<file path="config.mk">
export PLATFORM = sky130hd
export DESIGN_NAME = seq_divider_flat
export DESIGN_NICKNAME = d
export VERILOG_FILES = /design/src/rtl/seq_divider_pkg.sv /design/src/rtl/seq_divider_if.sv /design/src/rtl/seq_divider_restoring_step.sv /design/src/rtl/seq_divider.sv /design/src/flat_wrapper.sv
export SDC_FILE = /design/constraint.sdc
export NUM_CORES = 1
export LEC_CHECK = 0
export CORE_UTILIZATION = 45
export CTS_CLUSTER_DIAMETER = 100
export DETAILED_ROUTE_END_ITERATION = 16
export PLACE_DENSITY_LB_ADDON = 0.3
export SYNTH_ARGS = -nofsm -noshare
export SYNTH_HDL_FRONTEND = slang
export SYNTH_SLANG_ARGS = --single-unit
</file>
<file path="constraint.sdc">
create_clock -name clk -period 4.45 [get_ports clk]
set_clock_uncertainty 0.15 [all_clocks]
set_input_delay 0.445 -clock clk [delete_from_list [all_inputs] [get_ports clk]]
set_output_delay 0.445 -clock clk [all_outputs]
set_load 0.02 [all_outputs]
</file>
<file path="src/rtl/seq_divider_pkg.sv">
// Shared types and helpers for the sequential divider: FSM state encoding and
// two's-complement utilities that work for any operand width up to MAX_W.
package div_pkg;

  localparam int MAX_W = 32;

  typedef enum logic [1:0] {
    IDLE  = 2'd0,
    EXEC  = 2'd1,
    FIXUP = 2'd2,
    DONE  = 2'd3
  } state_t;

  // All-ones mask covering the low 'width' bits (width = MAX_W gives all ones).
  function automatic logic [MAX_W-1:0] width_mask(input int unsigned width);
    logic [MAX_W:0] one_hot;
    one_hot = (MAX_W + 1)'(1) << width;
    return one_hot[MAX_W-1:0] - MAX_W'(1);
  endfunction

  // Two's-complement negation confined to 'width' bits.
  function automatic logic [MAX_W-1:0] neg2c(input logic [MAX_W-1:0] value,
                                             input int unsigned width);
    return (~value + MAX_W'(1)) & width_mask(width);
  endfunction

  // Magnitude of a 'width'-bit operand; MIN maps to 2^(width-1), which still
  // fits in 'width' unsigned bits.
  function automatic logic [MAX_W-1:0] abs_val(input logic [MAX_W-1:0] value,
                                               input logic is_signed,
                                               input int unsigned width);
    logic neg;
    neg = is_signed & (|(value & (MAX_W'(1) << (width - 1))));
    return neg ? neg2c(value, width) : (value & width_mask(width));
  endfunction

endpackage

</file>
<file path="src/rtl/seq_divider_if.sv">
// Request/result bundle between the ALU sequencer (master) and the divider (slave).
interface seq_divider_if #(
  parameter int WIDTH = 16
) ();

  logic             start;
  logic             is_signed;
  logic [WIDTH-1:0] dividend;
  logic [WIDTH-1:0] divisor;
  logic             busy;
  logic             done;
  logic [WIDTH-1:0] quotient;
  logic [WIDTH-1:0] remainder;
  logic             div_by_zero;
  logic             overflow;

  modport master (
    output start, is_signed, dividend, divisor,
    input  busy, done, quotient, remainder, div_by_zero, overflow
  );

  modport slave (
    input  start, is_signed, dividend, divisor,
    output busy, done, quotient, remainder, div_by_zero, overflow
  );

endinterface

</file>
<file path="src/rtl/seq_divider_restoring_step.sv">
// One radix-2 restoring division step: shift in the next dividend bit,
// trial-subtract the divisor and keep or restore the partial remainder.
module div_restoring_step #(
  parameter int WIDTH = 16
) (
  input  logic [WIDTH:0]   rem_in,
  input  logic             next_bit,
  input  logic [WIDTH-1:0] divisor_mag,
  output logic [WIDTH:0]   rem_out,
  output logic             q_bit
);

  logic [WIDTH+1:0] diff;

  // Trial subtraction; the top bit of the widened difference is the borrow.
  always_comb begin
    // NOTE: every output gets a default first so no path leaves it unassigned (no latch).
    rem_out = '0;
    q_bit   = 1'b0;
    diff    = {rem_in, next_bit} - {2'b00, divisor_mag};
    q_bit   = ~diff[WIDTH+1];
    rem_out = q_bit ? diff[WIDTH:0] : {rem_in[WIDTH-1:0], next_bit};
  end

endmodule

</file>
<file path="src/rtl/seq_divider.sv">
// Multi-cycle signed/unsigned integer divider, one quotient bit per cycle,
// with start/busy/done handshake and divide-by-zero / signed-overflow flags.
module seq_divider
  import div_pkg::*;
#(
  parameter int WIDTH = 16
) (
  input  logic           clk,
  input  logic           rstn,
  seq_divider_if.slave   bus
);

  localparam int CNT_W = $clog2(WIDTH + 1);
  localparam logic [WIDTH-1:0] MIN_VAL = {1'b1, {(WIDTH-1){1'b0}}};

  state_t           state;
  logic [CNT_W-1:0] cnt;
  logic [WIDTH:0]   rem_q;     // partial remainder, one extra bit for the borrow
  logic [WIDTH-1:0] acc;       // dividend bits shift out, quotient bits shift in
  logic [WIDTH-1:0] dvs_mag;
  logic             q_neg;
  logic             r_neg;
  logic             ovf_pend;

  logic [WIDTH:0]   rem_next;
  logic             q_bit;

  logic             dvd_neg;
  logic             dvs_neg;
  logic [WIDTH-1:0] dvd_abs;
  logic [WIDTH-1:0] dvs_abs;

  div_restoring_step #(.WIDTH(WIDTH)) u_step (
    .rem_in      (rem_q),
    .next_bit    (acc[WIDTH-1]),
    .divisor_mag (dvs_mag),
    .rem_out     (rem_next),
    .q_bit       (q_bit)
  );

  // Operand sign and magnitude decode used on the capture edge.
  always_comb begin
    dvd_neg = bus.is_signed & bus.dividend[WIDTH-1];
    dvs_neg = bus.is_signed & bus.divisor[WIDTH-1];
    dvd_abs = WIDTH'(abs_val(MAX_W'(bus.dividend), bus.is_signed, WIDTH));
    dvs_abs = WIDTH'(abs_val(MAX_W'(bus.divisor), bus.is_signed, WIDTH));
  end

  // Control FSM, iteration datapath and registered outputs.
  // NOTE: sequential state uses non-blocking assignments so every register
  // samples pre-edge values regardless of statement order.
  always_ff @(posedge clk or negedge rstn) begin
    if (!rstn) begin
      state           <= IDLE;
      cnt             <= '0;
      rem_q           <= '0;
      acc             <= '0;
      dvs_mag         <= '0;
      q_neg           <= 1'b0;
      r_neg           <= 1'b0;
      ovf_pend        <= 1'b0;
      bus.busy        <= 1'b0;
      bus.done        <= 1'b0;
      bus.quotient    <= '0;
      bus.remainder   <= '0;
      bus.div_by_zero <= 1'b0;
      bus.overflow    <= 1'b0;
    end else begin
      case (state)
        IDLE, DONE: begin
          bus.done <= 1'b0;
          if (bus.start) begin
            if (bus.divisor == '0) begin
              state           <= DONE;
              bus.done        <= 1'b1;
              bus.quotient    <= '1;
              bus.remainder   <= bus.dividend;
              bus.div_by_zero <= 1'b1;
              bus.overflow    <= 1'b0;
            end else begin
              state    <= EXEC;
              bus.busy <= 1'b1;
              cnt      <= CNT_W'(WIDTH);
              rem_q    <= '0;
              acc      <= dvd_abs;
              dvs_mag  <= dvs_abs;
              q_neg    <= dvd_neg ^ dvs_neg;
              r_neg    <= dvd_neg;
              ovf_pend <= bus.is_signed && (bus.dividend == MIN_VAL) &&
                          (bus.divisor == '1);
            end
          end else begin
            state <= IDLE;
          end
        end

        EXEC: begin
          rem_q <= rem_next;
          acc   <= {acc[WIDTH-2:0], q_bit};
          cnt   <= cnt - CNT_W'(1);
          if (cnt == CNT_W'(1)) begin
            state <= FIXUP;
          end
        end

        FIXUP: begin
          state           <= DONE;
          bus.busy        <= 1'b0;
          bus.done        <= 1'b1;
          bus.quotient    <= q_neg ? WIDTH'(neg2c(MAX_W'(acc), WIDTH)) : acc;
          bus.remainder   <= r_neg ? WIDTH'(neg2c(MAX_W'(rem_q[WIDTH-1:0]), WIDTH))
                                   : rem_q[WIDTH-1:0];
          bus.div_by_zero <= 1'b0;
          bus.overflow    <= ovf_pend;
        end

        default: state <= IDLE;
      endcase
    end
  end

endmodule

</file>
<file path="src/flat_wrapper.sv">
// flat-port wrapper written by rule: the top's interface ports become plain ports
module seq_divider_flat import div_pkg::*;
#(
  parameter int WIDTH = 16
)
  (clk, rstn, bus_start, bus_is_signed, bus_dividend, bus_divisor, bus_busy, bus_done, bus_quotient, bus_remainder, bus_div_by_zero, bus_overflow);
  seq_divider_if #(.WIDTH(WIDTH)) bus_i ();
  input  logic clk;
  input  logic rstn;
  input wire logic [$bits(bus_i.start)-1:0] bus_start;
  input wire logic [$bits(bus_i.is_signed)-1:0] bus_is_signed;
  input wire logic [$bits(bus_i.dividend)-1:0] bus_dividend;
  input wire logic [$bits(bus_i.divisor)-1:0] bus_divisor;
  output wire logic [$bits(bus_i.busy)-1:0] bus_busy;
  output wire logic [$bits(bus_i.done)-1:0] bus_done;
  output wire logic [$bits(bus_i.quotient)-1:0] bus_quotient;
  output wire logic [$bits(bus_i.remainder)-1:0] bus_remainder;
  output wire logic [$bits(bus_i.div_by_zero)-1:0] bus_div_by_zero;
  output wire logic [$bits(bus_i.overflow)-1:0] bus_overflow;
  assign bus_i.start = bus_start;
  assign bus_i.is_signed = bus_is_signed;
  assign bus_i.dividend = bus_dividend;
  assign bus_i.divisor = bus_divisor;
  assign bus_busy = bus_i.busy;
  assign bus_done = bus_i.done;
  assign bus_quotient = bus_i.quotient;
  assign bus_remainder = bus_i.remainder;
  assign bus_div_by_zero = bus_i.div_by_zero;
  assign bus_overflow = bus_i.overflow;
  seq_divider #(.WIDTH(WIDTH)) u_core (.clk(clk), .rstn(rstn), .bus(bus_i));
endmodule
</file>
[Yosys cells after proc, flatten, opt, wreduce, memory -nomap -nowiden]
Cells that the tools add are included.
Operators by class
  eq/ne operators: 10
  bitwise logic cells: 9
  $add $sub $neg: 6
  reductions and logical operators: 11
  mux-type cells: 36
Operator list (number)
  $mux W16: 10
  $pmux W16 S2: 3
  $add A16 B1 Y16 const B: 4
  $not A16 Y16: 4
  $mux W17: 3
  $pmux W17 S2: 1
  $eq A16 B16 Y1 const B: 2
  $sub A18 B16 Y18: 1
  $logic_not A16 Y1: 1
  $reduce_and A3 Y1: 4
  $mux W5: 2
  $pmux W5 S2: 1
  $mux W1: 8
  $pmux W1 S2: 4
  $mux W2: 3
  $pmux W2 S3: 1
  $eq A5 B1 Y1 const B: 1
  $sub A5 B1 Y5 const B: 1
  $eq A2 B2 Y1 const B: 2
  $ne A2 B1 Y1 const B: 2
  $ne A2 B2 Y1 const B: 2
  $reduce_bool A2 Y1: 2
  $and A1 B1 Y1: 2
  $eq A2 B1 Y1 const B: 1
  other kinds (5): 7
Storage, ports and cells
  bits of input ports: 36
  output and inout bits: 36
  bits in registers: 95

[Depth between registers and ports, before layout]
  depth in word-level cells: 6
  mapped depth: 12

[Cells and area by module]
From an unflattened synthesis, not the netlist that was laid out.
Unflattened totals
  cell total of the unflattened synthesis: 761
  area, all modules: 6642.6 µm²
Modules (own cells, without submodules)
  seq_divider: seq. area each 2377.3 µm², cells an instance 612, instances 1, area an instance 5496.5 µm²
  div_restoring_step: seq. area each 0.0 µm², cells an instance 149, instances 1, area an instance 1146.1 µm²

[Least setup slack after synthesis]
No wires, ideal clock.
  kind: reg-to-reg
  from: reg u_core.rem_q[5]
  to: reg u_core.rem_q[11]
  path slack: 1.731 ns
  library setup time: 0.126 ns
  cell stages (with the launch flop): 11
  period minus slack after synthesis: 2.719 ns
  data arrival time: 2.443 ns
  data required time: 4.174 ns
  cells stage by stage: dfrtp_1 -> ha_1 -> a21o_1 -> or2_2 -> o21bai_1 -> a211o_1 -> and3_1 -> buf_2 -> buf_2 -> nor2_1 -> a221o_1
Between the ends
  word-level cells in the longest chain between the ends: 3
Ends and longest elaborated chain
  start, declared: RTL line seq_divider.sv:18  | logic [WIDTH:0] rem_q;
  start signal, assigned: RTL line seq_divider.sv:98  | rem_q <= rem_next;
  $sub A18 B16 Y18: RTL line seq_divider_restoring_step.sv:20  | diff = {rem_in, next_bit} - {2'b00, divisor_mag};
  $mux W17: RTL line seq_divider_restoring_step.sv:22  | rem_out = q_bit ? diff[WIDTH:0] : {rem_in[WIDTH-1:0], next_bit};
  $pmux W17 S2: RTL line seq_divider.sv:69  | case (state)
No other way between the ends.
A chain may end at the register's enable or synchronous reset.

[Worst setup path in the final report]
  from: in bus_divisor[10]
  to: reg u_core.cnt[3]
Between the ends
  word-level cells in the longest chain between the ends: 3
Ends and longest elaborated chain
  start, declared: RTL line flat_wrapper.sv:13  | input wire logic [$bits(bus_i.divisor)-1:0] bus_divisor;
  $logic_not A16 Y1: RTL line seq_divider.sv:73  | if (bus.divisor == '0) begin
  $ne A2 B2 Y1 (no source line)
  $reduce_and A3 Y1 (no source line)
  end signal, assigned: RTL line seq_divider.sv:83  | cnt <= CNT_W'(WIDTH);
  end signal, assigned: RTL line seq_divider.sv:100  | cnt <= cnt - CNT_W'(1);
  end, declared: RTL line seq_divider.sv:17  | logic [CNT_W-1:0] cnt;
No other way between the ends.

==> flow_summary.yaml <==
status:
  outcome: "finished clean"
drt:
  drt_pass1_iterations: 5
  wl_per_cell_um: 16.9
  ant_nets: 0
  drtIter0Drc: 283
  routed_wl_mm: 16.1
  dr_total_vias: 5390
  drc: 0
  viasPerCell: 5.65
critical_path:
  r2r_slack_ns: 1.33
  cp.required_ns: 4.53
  end_kind: "flop"
  r2r_end: "u_core.rem_q[16]$_DFFE_PN0P_"
  crit_path_max_incr_delay_ns: 0.65
  start_kind: "input pin"
  worstPathMaxFanout: 28
  cp_slowest_cell: "a21oi_4"
  worstRegToRegCells: 9
  r2r_start: "u_core.rem_q[5]$_DFFE_PN0P_"
  crit_chain: "clkdlybuf4s50_1, or4_4, or3_4, o211a_1, a21oi_4, nor4_1, xnor2_1, nor2_1"
  critPathKind: "input pin to flop"
  cp.arrival_ns: 3.44
final_layout:
  multi_input_area_um2: 3470
  drive_above_1_share_pct: 4.88
  nets: 836
  register_area_um2: 2380
  num_antenna_cells: 0
  finalNonFillerCells: 954
  syn_to_final_growth_pct: 19.1
  fillers: 1208
  fin_area_um2: 7340
sta:
  hold_viol: 0
  fin_setup_tns_ns: 0
  min_period_over_period_pct: 75.5
  tightestPinTransition_ns: 0.850
  rsz0062_at_grt: "false"
  drv_slew: 0
  slew_headroom_pct: 42.6
  fin_ws_ns: 1.09
  fmax_ghz: 0.297
  finalCriticalPeriod_ns: 3.36
  setup_violations: 0
  fin_hold_ws_ns: 0.336
clock_tree:
  insertion_delay_ns: 0.35
  hold_buffers: 1
  cts_setup_buffers: 0
  clockBufferDepth: 2
  clock-sinks: 95
  numCtsBuffers: 9
  cts_max_level: 3
  root_buffer: "clkbuf_16"
  clkTransAtPathRegs_ns: 0.07
  cts_tree: "done"
  cts-resized-gates: 0
placement:
  portBuffers: 71
  dp_hpwl_mm: 12.2
  place_area_um2: 7000
  gp_congestion: 0.880
  dpl.cell_count: 937
  pre_cts_ws_ns: 0.770
die:
  die_h_um: 119
  dieWidth_um: 119
  row_count: 42
  io_pins: 72
  core_um2: 13300
  dieArea_um2: 14200
  start_util_pct: 46.3
synthesis:
  netlist_area_um2: 6160
  syn_inst: 713
  synth_ff_type: "dfrtp_1"
  synth_warnings: 0
  synthDistinctLibCells: 62
  avgSynthCellArea_um2: 8.64
  synth_enable_flop_cells: 0
  synth_seq_cells: 95
  syn_nets: 776
  yosysSeqAreaShare_pct: 38.6
  async_flop_share_pct: 100
power:
  leakagePower_nw: 3.14
  powerDensity_nw_per_um2: 730
  ir_drop_mv: 0.307
global_routing:
  grt_usage_pct: 23.7
  grt_overflow: 0
  antenna_found_initial: 0
  first_global_vias: 5213
  grt_max_degree: 55
  grt_pass1_wl_mm: 26.2
run:
  max_cap_violations: 0
worst_hold_path:
  min_from: "u_core.bus.remainder[6]$_DFFE_PN0P_"
  min_path_type: "flop to flop"
  hold_path_end: "u_core.bus.remainder[6]$_DFFE_PN0P_"
  min_path_cells: 2
worst max path at each step:
stage | from | endpoint | slack, ns | cells after the start
final | bus_divisor[10] | u_core.cnt[3]$_DFFE_PN0P_ | 1.09 | 8
after global routing | bus_divisor[10] | u_core.cnt[4]$_DFFE_PN0P_ | 0.87 | 8
after CTS | bus_divisor[10] | u_core.cnt[3]$_DFFE_PN0P_ | 1.10 | 8
after detailed placement | bus_divisor[10] | u_core.cnt[4]$_DFFE_PN0P_ | 0.77 | 8
after global placement | bus_divisor[12] | u_core.cnt[4]$_DFFE_PN0P_ | 0.79 | 8
after floorplan | u_core.rem_q[5]$_DFFE_PN0P_ | u_core.rem_q[11]$_DFFE_PN0P_ | 1.73 | 10
sequential cells by signal, indices dropped and copies added, names as in the netlist:
signal,cells
u_core.bus.remainder,16
u_core.rem_q,17
u_core.bus.busy,1
u_core.bus.done,1
u_core.bus.overflow,1
u_core.state,2
u_core.cnt,5
u_core.acc,16
u_core.r_neg,1
u_core.ovf_pend,1
u_core.q_neg,1
u_core.dvs_mag,16
u_core.bus.quotient,16
u_core.bus.div_by_zero,1
final cells by class:
type	instances	share of cell area (%)
clock inverters	5	1.07
multi-input cells	548	47.3
flip-flops and latches	95	32.4
well taps	176	3.00
clock buffers	11	3.44
inverters	38	1.94
repair buffers	81	10.9
layout by cell type, fill, tap and decap left out, types with 3 or more instances in the layout:
master	count
a211oi_1	4
a21o_1	8
a21oi_1	46
a221o_1	5
a22oi_1	9
a31oi_1	5
and2_1	6
and3_1	4
buf_4	9
clkbuf_16	9
clkdlybuf4s50_1	70
dfrtp_1	95
ha_1	26
inv_1	38
mux2i_1	17
nand2_1	92
nand2b_1	5
nand3_1	16
nand4_1	5
nor2_1	57
nor2b_1	6
nor3_1	11
nor3b_1	3
nor4_1	4
o211ai_1	4
o21ai_0	60
o21ai_1	22
o221ai_1	3
o31ai_1	13
o41ai_1	3
or2_2	4
or3_1	3
or4_1	4
xnor2_1	41
xor2_1	28
power by group:
part           total [W]  internal [W]  switching, W
clock           0.000860      0.000523      0.000337
combinational    0.00295       0.00121       0.00174
sequential       0.00154       0.00121      0.000331
total            0.00536       0.00295       0.00241
layer usage:
| layer | share of wire, % | track usage (%) | vias up | routed length, µm |
|---|---|---|---|---|
| li1 | - | - | 2625 | - |
| met1 | 43 | 28.8 | 2551 | 6860 |
| met2 | 49 | 40.2 | 176 | 7840 |
| met3 | 5.0 | 3.98 | 38 | 809 |
| met4 | 3.7 | 12.1 | 0 | 597 |
| met5 | 0 | 0 | - | 0 |
worst max-delay path, delay by kind of cell:
family | cells | cell delay, ns
AO/OA/AOI/OAI | 2 | 1.18
AND/OR/NAND/NOR | 4 | 1.10
XOR/XNOR | 1 | 0.19
buffers and inverters | 1 | 0.52
cell usage after synthesis (all sizes together) (8+ instances only):
library cell  instances  area, µm²
a21o                  8       60.1
a21oi                47        246
a22oi                 9       67.6
buf                  12        103
clkbuf               20       77.6
dfrtp                95       2380
ha                   26        325
inv                  38        143
mux2i                17        170
nand2                92        345
nand3                16       80.1
nor2                 58        220
nor3                 11       55.1
o21ai                83        427
o31ai                13       97.6
xnor2                41        359
xor2                 28        245
metrics by stage:
| stage | total power (W) | util, % |
|---|---|---|
| after floorplan | 0.00363 | - |
| after global placement | 0.00438 | 52.6 |
| after detailed placement | 0.00448 | 52.6 |
| after CTS | 0.00536 | 55.2 |
| after global routing | 0.00575 | 55.2 |
| final | 0.00536 | 55.2 |
cell families (layout without fill, tap and decap cells):
| kind of cell | after synthesis | count (layout) | synth area share [%] |
|---|---|---|---|
| AOI/OAI and AO/OA | 207 | 207 | 20.9 |
| muxes | 17 | 17 | 2.76 |
| adders and majority gates | 27 | 27 | 5.61 |
| DFF | 95 | 95 | 38.6 |
| xor gates and xnor gates | 69 | 69 | 9.81 |
| and+or+nand+nor | 228 | 228 | 17.1 |
| buffers and inverters | 70 | 135 | 5.24 |
Note: power is estimated with default switching activity, not from simulation.
